==> src/rtl/led_mode_controller.sv <==
// led_mode_controller: four debounced pushbuttons select and tune an LED pattern.
// Buttons act on release; BLINK/CHASE step on a tick whose rate and pause are user-toggled.
//
// state       | meaning
// MODE_OFF    | all LEDs dark, tick counter held
// MODE_STATIC | all LEDs lit, tick counter held
// MODE_BLINK  | all four LEDs invert together on each tick
// MODE_CHASE  | single lit LED rotates 1->2->3->4->1 on each tick
module led_mode_controller #(
    parameter int DEBOUNCE_LIMIT = 250000,
    parameter int TICK_LIMIT     = 6250000
) (
    input  logic       i_Clk,
    input  logic       i_Rst,
    input  logic       i_Switch_1,
    input  logic       i_Switch_2,
    input  logic       i_Switch_3,
    input  logic       i_Switch_4,
    output logic       o_LED_1,
    output logic       o_LED_2,
    output logic       o_LED_3,
    output logic       o_LED_4,
    output logic [1:0] o_Mode
);
    typedef enum logic [1:0] {
        MODE_OFF    = 2'd0,
        MODE_STATIC = 2'd1,
        MODE_BLINK  = 2'd2,
        MODE_CHASE  = 2'd3
    } mode_t;

    localparam int DB_LIMIT    = (DEBOUNCE_LIMIT < 1) ? 1 : DEBOUNCE_LIMIT;
    localparam int DB_W        = $clog2(DB_LIMIT + 1);
    localparam int SLOW_PERIOD = (TICK_LIMIT < 1) ? 1 : TICK_LIMIT;
    localparam int FAST_PERIOD = ((TICK_LIMIT / 2) < 1) ? 1 : (TICK_LIMIT / 2);
    localparam int TK_W        = $clog2(SLOW_PERIOD + 1);

    localparam logic [DB_W-1:0] DB_TC   = DB_W'(DB_LIMIT - 1);
    localparam logic [TK_W-1:0] SLOW_TC = TK_W'(SLOW_PERIOD - 1);
    localparam logic [TK_W-1:0] FAST_TC = TK_W'(FAST_PERIOD - 1);

    logic [3:0] sw_raw, sw_meta, sw_sync, sw_stable, sw_stable_d, sw_evt;

    assign sw_raw = {i_Switch_4, i_Switch_3, i_Switch_2, i_Switch_1};

    always_ff @(posedge i_Clk or posedge i_Rst) begin
        if (i_Rst) begin
            sw_meta     <= '0;
            sw_sync     <= '0;
            sw_stable_d <= '0;
        end else begin
            sw_meta     <= sw_raw;
            sw_sync     <= sw_meta;
            sw_stable_d <= sw_stable;
        end
    end

    genvar g;
    generate
        for (g = 0; g < 4; g++) begin : g_debounce
            logic [DB_W-1:0] db_cnt;
            logic            stable;

            always_ff @(posedge i_Clk or posedge i_Rst) begin
                if (i_Rst) begin
                    db_cnt <= '0;
                    stable <= 1'b0;
                end else if (sw_sync[g] != stable) begin
                    if (db_cnt == DB_TC) begin
                        stable <= sw_sync[g];
                        db_cnt <= '0;
                    end else begin
                        db_cnt <= db_cnt + 1'b1;
                    end
                end else begin
                    db_cnt <= '0;
                end
            end

            assign sw_stable[g] = stable;
        end
    endgenerate

    // Release of a debounced button is the user action.
    assign sw_evt = sw_stable_d & ~sw_stable;

    mode_t           mode, mode_next;
    logic            mode_evt, speed, pause, running, tick;
    logic [TK_W-1:0] tick_cnt, tick_tc, tick_tc_toggled;
    logic [3:0]      led, led_next;

    assign mode_evt        = sw_evt[0] | sw_evt[1];
    assign tick_tc         = speed ? FAST_TC : SLOW_TC;
    assign tick_tc_toggled = speed ? SLOW_TC : FAST_TC;
    assign running         = ((mode == MODE_BLINK) || (mode == MODE_CHASE)) && !pause;
    assign tick            = running && (tick_cnt == tick_tc);

    always_ff @(posedge i_Clk or posedge i_Rst) begin
        if (i_Rst) begin
            speed    <= 1'b0;
            pause    <= 1'b0;
            tick_cnt <= '0;
        end else begin
            speed <= speed ^ sw_evt[2];
            pause <= pause ^ sw_evt[3];
            // A speed change must not strand the count beyond the new terminal value.
            if (mode_evt || tick) begin
                tick_cnt <= '0;
            end else if (sw_evt[2] && (tick_cnt >= tick_tc_toggled)) begin
                tick_cnt <= '0;
            end else if (running) begin
                tick_cnt <= tick_cnt + 1'b1;
            end
        end
    end

    always_ff @(posedge i_Clk or posedge i_Rst) begin
        if (i_Rst) begin
            mode <= MODE_OFF;
        end else begin
            mode <= mode_next;
        end
    end

    always_comb begin
        mode_next = mode;
        if (sw_evt[1]) begin
            mode_next = MODE_OFF;
        end else if (sw_evt[0]) begin
            mode_next = mode_t'(mode + 2'd1);
        end
    end

    always_comb begin
        led_next = led;
        if (mode_evt) begin
            case (mode_next)
                MODE_OFF:    led_next = 4'b0000;
                MODE_STATIC: led_next = 4'b1111;
                MODE_BLINK:  led_next = 4'b1111;
                MODE_CHASE:  led_next = 4'b0001;
                default:     led_next = 4'b0000;
            endcase
        end else if (tick) begin
            if (mode == MODE_BLINK) begin
                led_next = ~led;
            end else begin
                led_next = {led[2:0], led[3]};
            end
        end
    end

    always_ff @(posedge i_Clk or posedge i_Rst) begin
        if (i_Rst) begin
            led <= 4'b0000;
        end else begin
            led <= led_next;
        end
    end

    assign o_LED_1 = led[0];
    assign o_LED_2 = led[1];
    assign o_LED_3 = led[2];
    assign o_LED_4 = led[3];
    assign o_Mode  = mode;

endmodule
==> config.mk <==
export PLATFORM = sky130hd
export DESIGN_NAME = led_mode_controller
export DESIGN_NICKNAME = d
export VERILOG_FILES = /design/src/rtl/led_mode_controller.sv
export SDC_FILE = /design/constraint.sdc
export NUM_CORES = 1
export LEC_CHECK = 0
export CORE_MARGIN = 10
export CORE_UTILIZATION = 43
export CTS_CLUSTER_SIZE = 20
export DETAILED_ROUTE_END_ITERATION = 8
export HOLD_SLACK_MARGIN = 0.12
export PLACE_DENSITY = 0.55
export RECOVER_POWER = 25
export SYNTH_ARGS = -nofsm -noshare
export SYNTH_HDL_FRONTEND = slang
export SYNTH_SLANG_ARGS = --single-unit
==> constraint.sdc <==
create_clock -name i_Clk -period 5.4 [get_ports i_Clk]
set_input_delay 1.08 -clock i_Clk [delete_from_list [all_inputs] [get_ports i_Clk]]
set_output_delay 1.08 -clock i_Clk [all_outputs]
set_load 0.02 [all_outputs]
* Word level (Yosys, flattened, before mapping)
Index checks and enable logic that the tools add are counted.
Storage, ports and cells: register bits after elaboration 119, input bits 6, output and inout port bits 6, word-level logic and storage cells 76
Operators by class: add/sub/neg operators 6, order comparisons 1, equal/unequal tests 14, mux-type cells 19, bitwise operators 6, reduce and logical (&&, ||, !) cells 14
Operators with widths (number):
- 18-bit two-way mux | 8
- 23-bit two-way mux | 5
- 18-bit by 1-bit adder with 18-bit output, second input constant | 4
- 18-bit == test, second input constant | 4
- 23-bit by 1-bit adder with 23-bit output, second input constant | 1
- 23-bit == test | 1
- 23-bit >= comparator | 1
- 4-bit two-way mux | 3
- 4-bit one-hot mux with 3 select lines | 1
- 2-bit == test, second input constant | 4
- 4-bit NOT | 2
- 2-bit AND reduction | 4
- 4-bit bitwise AND | 1
- 2-bit two-way mux | 2
- 1-bit != test | 4
- 1-bit logical AND | 3
- 3-bit nonzero test | 1
- 2-bit by 1-bit adder with 2-bit output, second input constant | 1
- 2-bit by 1-bit == test with 1-bit output, second input constant | 1
- 2-bit zero test | 1
- 1-bit logical OR | 2
- 2-bit nonzero test | 1
- 2-bit OR reduction | 1
- 1-bit XOR | 2
- 2 further kinds | 2

* Logic depth before layout (Yosys ltp)
Gate-level depths: netlist of the first run.
depth in word-level cells 8, gate-level depth with buffers 11, depth with buffers taken out 8

* Worst setup path before layout of the first run
OpenSTA, ideal clock, no wires.
kind register to register, from reg speed, to reg tick_cnt[16], library setup time 0.123 ns, arrival time 2.269 ns, required time 5.277 ns, slack 3.009 ns, stages on the path, launching flop included 11, buffers on the path 2, clock period less this slack 2.391 ns, path through dfrtp_1 -> inv_1 -> ha_1 -> or4_4 -> nor3_2 -> and4_1 -> buf_6 -> nor3_4 -> buf_6 -> a221oi_2 -> nor2_1
On the way: longest elaborated chain between the ends 5, elaborated cells on any way between the ends 10, classes of those cells 1 x order compare; 1 x eq/ne; 4 x mux; 4 x reduce/logical
Ends and longest elaborated chain:
- from (decl) | RTL line 88 | logic mode_evt, speed, pause, running, tick;
- from (signal assigned) | RTL line 104 | speed <= speed ^ sw_evt[2];
- 23-bit two-way mux (on tied branches) | RTL line 94, 93
- 23-bit >= comparator / 23-bit == test (equally long branches) | RTL line 109, 96
- 1-bit logical AND (on tied branches) | RTL line 109, 96
- 23-bit two-way mux / 1-bit logical OR (equally long branches) | RTL line 109, 107
- 23-bit two-way mux / 3-bit nonzero test (equally long branches)
- to (signal assigned) | RTL line 112 | tick_cnt <= tick_cnt + 1'b1;
- to (decl) | RTL line 89 | logic [TK_W-1:0] tick_cnt, tick_tc, tick_tc_toggled;
Parallel ways exist; a longest one is shown, timed or not. A chain may end at the register's enable or synchronous reset.

* Worst setup path in the final report of the first run
from reg speed, to reg tick_cnt[14]
Same word-level chain as after synthesis.

==> impl_results.md, run 1 <==
* Run status: complete, but fails checks
* Failing checks: capacitance limit, slew limit
* Area grow syn2layout at 14.3%
* Syn Inst Count at ~610
* Ant diodes at 0
* Main synth FF type: dfrtp_1
* Top post-synthesis cells by area: dfrtp_1 (50%), nor2_1 (6.5%), xnor2_1 (5.7%)
* Clock Pin Slew Worst Setup and Hold Paths at 60 ps
* Placed Cells at around 780
* RR Startpoint: speed$_DFF_PP0_
* Total power at approximately 2.1 mW
* H-tree lvl count at 4
* Total GRT Usage at 0.135
* CP Data Arrival Time at 3350 ps
* DRT Pass-1 Iters at 5
* Syn Nets at 629
* Root Driver: clkbuf_16
* WHS Path Cells at 0
* CP peak stage delay at slightly below 700 ps
* Number of buffers created by CTS at 17
* Critical Path End Type: flip-flop
* Post-route insts no fill at 815
* Mapped Avg Cell Area at just under 10 sq um
* Worst hold path type: reg -> reg
* Critical path class: reg -> reg
* Final GP Congestion at 0.846
* CP startpoint kind: flip-flop
* Core Region at 0.0138 sq mm
* Max FO, Critical Path at 16
* ANT nets after route at 0
* PostCTS Resize Cnt at 0
* Layout cells sized above 1 at 0.0835
* Setup violators final at 0
* Io pins at 12
* Synth top area share at 0.497
* Synth unique cells at 56
* Req. time, crit path at 5630 ps
* Flop2flop setup slack at 2280 ps
* Fin. Hold Viols at 0
* Sequential share of the synthesized area at 0.497
* Port Buf Inserts at 11
* Cell taking the most area after synthesis: dfrtp_1
* Clock skew at approximately 7.1 ps
* CP Cell Sequence: inv_1, ha_1, or4_4, nor3_2, and4_1, nor3_4, a41oi_1, a311oi_1
* Worst IR Drop VDD at about 0.21 mV
* Max Freq at 0.320 GHz
* Worst Tran Pin Value at 2000 ps
* Total gr overflow at 0
* Design Area, Final at 0.00686 sq mm
* YS warnings at 0
* Placement Cell Area at 0.00625 sq mm
* Capture point of the worst reg-to-reg path: tick_cnt[14]$_DFFE_PP0P_
* Slew Limit Fails at 45
* Hold path endpoint: sw_sync[2]$_DFF_PP0_
* Initial core utilization at 0.435
* RSZ-0062 raised after global routing: false
* Cell area after synthesis at 0.00600 sq mm
* Max clock buf depth at 2
* Max Cap Viol at 1
* Worst skew pair latency at between 400 and 500 ps
* # clock sinks at 119
* Final period util at 0.578
* Die footprint at 0.0191 sq mm
* Routed Wire Length at 12.3 mm
* Post-synthesis register bit count at around 120
* Die Height at 138 um
* Vias per cell at ~5.5
* Vias in the first global route at 4368
* Worst Reg-to-Reg Cells at 8
* Number of synthesized flops with an enable pin at 0
* HPWL after DPL at roughly 8.3 mm
* Relative slew margins at -0.344
* Initial DRC count at 333
* CTS tree: built
* Via count at 4442
* # hold bufs at CTS at 0
* WL/cell at 15.1 um
* Die X at 138 um
* Layout Nets at 645
* Fin crit period at 3120 ps
* PwrDens at 308 mW/mm^2
* Hold wc startpoint: sw_meta[2]$_DFF_PP0_
* # Post-CTS Setup Buffers at 0
* Initial antenna violation count at 0
* Worst path slowest cell: and4_1
* First-pass GRT wire length at 21.7 mm
* Synth async-reset ratio at 1.00
* Largest net degree at the start of global routing at 47
* WHS at 347 ps
* Setup TNS at 0 ps
* Row cnt at 43
* Post-route DRC violation count at 0
* P_leak at between 2 and 3 nW
## cell usage after synthesis (all sizes together) (6+ instances only)
master,count
dfrtp,119
inv,18
a21oi,19
xor2,32
ha,17
nor3,20
nand2b,6
nand2,35
nor4,13
nand3,42
and3,12
and4,6
xnor2,39
nor2,105
a311oi,6
clkbuf,7
nand4,22
buf,9
o21ai,17
## flip-flops by register name (all words and copies together) (netlist names)
signal / count
tick_cnt: 23
g_debounce.stable: 4
speed: 1
led: 4
pause: 1
sw_stable_d: 4
g_debounce.db_cnt: 72
o_Mode: 2
sw_meta: 4
sw_sync: 4
## worst max-delay path: cells and delay by family, from the launching register on
kind | cells | cell delay [ps]
buffers and inverters | 1 | 160
AO/OA/AOI/OAI | 2 | 350
flip-flops | 1 | 470
adder cells (fa/ha/maj) | 1 | 360
AND/OR/NAND/NOR | 4 | 1590
## cell families after synthesis
kind of cell	count (synthesis)	synth area share
AND/OR/NAND/NOR	291	0.245
flip-flops	119	0.497
XOR/XNOR	71	0.104
AO/OA/AOI/OAI	64	0.0730
buffers and inverters	34	0.0284
adder cells (fa/ha/maj)	17	0.0355
multiplexers	10	0.0177
## stage by stage
stage | setup slack (ps) | utilization
floorplan | 1160 | -
global placement | 2360 | 0.454
detailed placement | 2270 | 0.454
CTS | 2260 | 0.498
global route | 2000 | 0.498
finish | 2280 | 0.498
## worst max path at each step
stage	from	endpoint	slack, ps	cells past startpoint
floorplan	i_Rst	g_debounce[0].db_cnt[0]$_DFF_PP0_	1160	1
global placement	speed$_DFF_PP0_	tick_cnt[3]$_DFFE_PP0P_	2360	8
detailed placement	speed$_DFF_PP0_	tick_cnt[3]$_DFFE_PP0P_	2270	8
CTS	speed$_DFF_PP0_	tick_cnt[3]$_DFFE_PP0P_	2260	8
global route	i_Rst	sw_meta[0]$_DFF_PP0_	2000	3
finish	speed$_DFF_PP0_	tick_cnt[14]$_DFFE_PP0P_	2280	8
## where the power goes
group / switching (mW) / leakage, nW / internal [mW]
combinational: 0.0312 / 0.965 / 0.0112
sequential: 0.00760 / 1.63 / 0.903
clock: 0.406 / 0.289 / 0.750
total: 0.445 / 2.89 / 1.66
## layout by cell type (no fill, tap or decap), types with 18 or more instances in the layout
master / n
a21oi_1: 18
dfrtp_1: 119
nand2_1: 33
nand3_1: 42
nand4_1: 22
nor2_1: 104
nor3_1: 18
xnor2_1: 39
xor2_1: 32
## final cells by class
class	instances	area [sq um]
timing repair buffer	13	125
fill	1303	6920
clock buffer	21	460
inverter	18	68.8
tap	180	225
clock inverter	11	149
multi-input combinational	453	2850
sequential	119	2980
## metal layers
layer  part of all wire  GRT usage  vias up
met3              0.046     0.0418       15
met1               0.49      0.180     2184
met2               0.45      0.202       76
li1                   -          -     2167
met4              0.010     0.0455        0
met5                  0          0        -
Power figures use the tool's default switching activity.
==> inputs of run 2 (changes only) <==
--- a/config.mk
+++ b/config.mk
@@ -10,7 +10,7 @@
 export CTS_CLUSTER_SIZE = 20
 export DETAILED_ROUTE_END_ITERATION = 8
 export HOLD_SLACK_MARGIN = 0.12
-export PLACE_DENSITY = 0.55
+export PLACE_DENSITY = 0.57
 export RECOVER_POWER = 25
 export SYNTH_ARGS = -nofsm -noshare
 export SYNTH_HDL_FRONTEND = slang
==> constraint.sdc (replaced) <==
create_clock -name i_Clk -period 2.6 [get_ports i_Clk]
set_input_delay 0.52 -clock i_Clk [delete_from_list [all_inputs] [get_ports i_Clk]]
set_output_delay 0.52 -clock i_Clk [all_outputs]
set_load 0.02 [all_outputs]
==> run 2 against run 1 <==
Net effect: fmax is 26% higher; power rose by 120%; the run now ends clean; register-to-register slack got worse by 2200 ps; setup slack got worse by 2200 ps; first-iteration DRC count rose by 9.0%; sequential power is 110% higher; final area rose by 2.7%; utilization rose by 1.3 points.
==> impl_results.md, run 2 (synthesized netlist as in run 1, its figures left out) <==
* Worst Tran Pin Value at 996 ps (-1010 ps)
* Commonest non-fill, non-tap cell in the layout: dfrtp_1
* Worst Reg-to-Reg Cells at 9 (+1)
* Max FO, Critical Path at 15 (-1)
* Die Height at 138 um (unchanged)
* Fin. Hold Viols at 0 (unchanged)
* CP Cell Sequence: buf_4, ha_1, or4_4, nor3_4, and4_4, nor3_4, buf_4, a221oi_2, nor2_1
* Flop2flop setup slack at 120 ps (-2160 ps)
* Max Cap Viol at 0 (-1)
* RR Startpoint: speed$_DFF_PP0_
* Routed Wire Length at 12.4 mm (+0.63%)
* Worst skew pair latency at 420 ps (about the same)
* H-tree lvl count at 4 (unchanged)
* Worst hold path type: reg -> reg
* Root Driver: clkbuf_16
* Vias per cell at 5.36 (-1.7%)
* Post-Place Worst Slack at -51.1 ps (-2330 ps)
* Clock Pin Slew Worst Setup and Hold Paths at 60 ps (about the same)
* DRT Pass-1 Iters at 4 (-1)
* Vias in the first global route at 4383 (+0.34%)
* Row cnt at 43 (unchanged)
* Core Region at 0.0138 sq mm (unchanged)
* WL/cell at 15.0 um (-0.83%)
* Footprint of the multi-input gates at 0.00286 sq mm (+0.48%)
* Total stage count of the critical path at 9 (+1)
* CTS tree: built
* Final core occ at 0.511 (+0.0134)
* Design Area, Final at 0.00704 sq mm (+2.7%)
* CP endpoint: tick_cnt[16]$_DFFE_PP0P_
* Largest net degree at the start of global routing at 50 (+6.4%)
* Area grow syn2layout at 17.4%
* Met2 GRT Util at 0.202 (+0.000251)
* Layout cells sized above 1 at 0.107 (+0.0232)
* Busiest grt layer: met2
* Req. time, crit path at 2900 ps (-2730 ps)
* Initial antenna violation count at 0 (unchanged)
* CP startpoint kind: flip-flop
* Total GRT Usage at 0.130 (-0.00459)
* Via count at 4429 (-0.29%)
* Critical Path End Type: flip-flop
* Setup violators final at 0 (unchanged)
* Port Buf Inserts at 11 (unchanged)
* First-pass GRT wire length at 21.0 mm (-3.2%)
* Met1 GRT Util at 0.167 (-0.0129)
* Post-route DRC violation count at 0 (unchanged)
* HPWL after DPL at 8.30 mm (+0.12%)
* Worst path slowest cell: or4_4
* Max Freq at 0.403 GHz (+26%)
* Die footprint at 0.0191 sq mm (unchanged)
* Grt met3 use at 0.0404 (-0.00137)
* Number of buffers created by CTS at 17 (unchanged)
* Largest regs: g_debounce.db_cnt x72, tick_cnt x23
* Post-route insts no fill at 827 (+1.5%)
* Total gr overflow at 0 (unchanged)
* Buf+Inv Stages, Crit Path at 2 (+1)
* Ant diodes at 0 (unchanged)
* Io pins at 12 (unchanged)
* # clock sinks at 119 (unchanged)
* Final period util at 0.955 (+0.377)
* CP Data Arrival Time at 2790 ps (-560 ps)
* Layout Nets at 658 (+2.0%)
* Capture point of the worst reg-to-reg path: tick_cnt[16]$_DFFE_PP0P_
* Initial DRC count at 363 (+9.0%)
* Fin crit period at 2480 ps (-638 ps)
* Critical path class: reg -> reg
* Placement Cell Area at 0.00637 sq mm (+1.9%)
* RSZ-0062 raised after global routing: false
* Run status: completed
* # hold bufs at CTS at 0 (unchanged)
* Relative slew margins at 0.332 (+0.676)
* ANT nets after route at 0 (unchanged)
* Worst IR Drop VDD at 0.493 mV (+130%)
* CP peak stage delay at 500 ps (-190 ps)
* Clock skew at 7.96 ps (+0.835 ps)
* Crit path from: speed$_DFF_PP0_
* Fillers at 1312 (+0.69%)
* Register area at 0.00298 sq mm (about the same)
* PwrDens at 651 mW/mm^2 (+110%)
* Final GP Congestion at 0.856 (+1.2%)
* Max reg flops at 72 (unchanged)
* Die X at 138 um (unchanged)
* P_leak at 2.99 nW (+3.7%)
* Initial core utilization at 0.435 (unchanged)
* Slew Limit Fails at 0 (-100%)
* Largest Register: g_debounce.db_cnt
* Most frequent cells in the layout: dfrtp_1 (118), nor2_1 (104), nand3_1 (41)
* Max clock buf depth at 2 (unchanged)
* Placed Cells at 794 (+1.4%)
* Crit path max-delay family: simple AND/OR/NAND/NOR gates
* Worst Slack Setup Final at 118 ps (-2160 ps)
-- run 2: worst reg2reg max path: cells and delay by family, from the launching register on --
kind,cells,cell delay (ps)
fa+ha+maj,1,320
simple gates,5,1120
compound gates,1,200
buf+inv,2,310
flops,1,440
-- run 2: metrics by stage --
step | hold WS [ps] | power, mW | setup TNS [ps]
finish | 353 | 4.58 | 0
floorplan | 331 | 1.99 | 0
CTS | 355 | 4.64 | 0
global placement | 341 | 2.02 | 0
detailed placement | 344 | 2.03 | -107
global route | 357 | 4.72 | 0
-- run 2: area by class of cell --
cell class	instances	area share
multi-input combinational	453	0.407
sequential	119	0.423
inverter	18	0.00977
clock inverter	8	0.0238
clock buffer	23	0.0693
timing repair buffer	26	0.0354
tap	180	0.0320
-- run 2: power by group --
group | switching [mW] | internal [mW]
Combinational | 0.0658 | 0.0269
Sequential | 0.0166 | 1.88
Clock | 0.805 | 1.79
-- run 2: worst min path at each step --
stage	startpoint	end	slack [ps]	cells after the start
6_report	sw_meta[0]$_DFF_PP0_	sw_sync[0]$_DFF_PP0_	350	0
5_1_grt	sw_meta[1]$_DFF_PP0_	sw_sync[1]$_DFF_PP0_	360	0
4_1_cts	sw_meta[0]$_DFF_PP0_	sw_sync[0]$_DFF_PP0_	360	0
3_5_place_dp	sw_meta[0]$_DFF_PP0_	sw_sync[0]$_DFF_PP0_	340	0
3_3_place_gp	sw_meta[1]$_DFF_PP0_	sw_sync[1]$_DFF_PP0_	340	0
2_1_floorplan	sw_meta[0]$_DFF_PP0_	sw_sync[0]$_DFF_PP0_	330	0
-- run 2: per-layer routing --
metal / share of wire / routed length, um / up-vias
met5: 0 / 0 / -
met1: 0.49 / 6100 / 2163
met4: 0.0092 / 114 / 0
li1: - / - / 2191
met3: 0.032 / 402 / 12
met2: 0.47 / 5760 / 63
-- run 2: timing repair --
action | in CTS | in global routing
setup buffers | 0 | 2
setup endpoints to repair | 9 | 21
gates resized for setup | 3 | 5
pin swaps | 0 | 4
endpoints found under the hold margin | 0 | 0
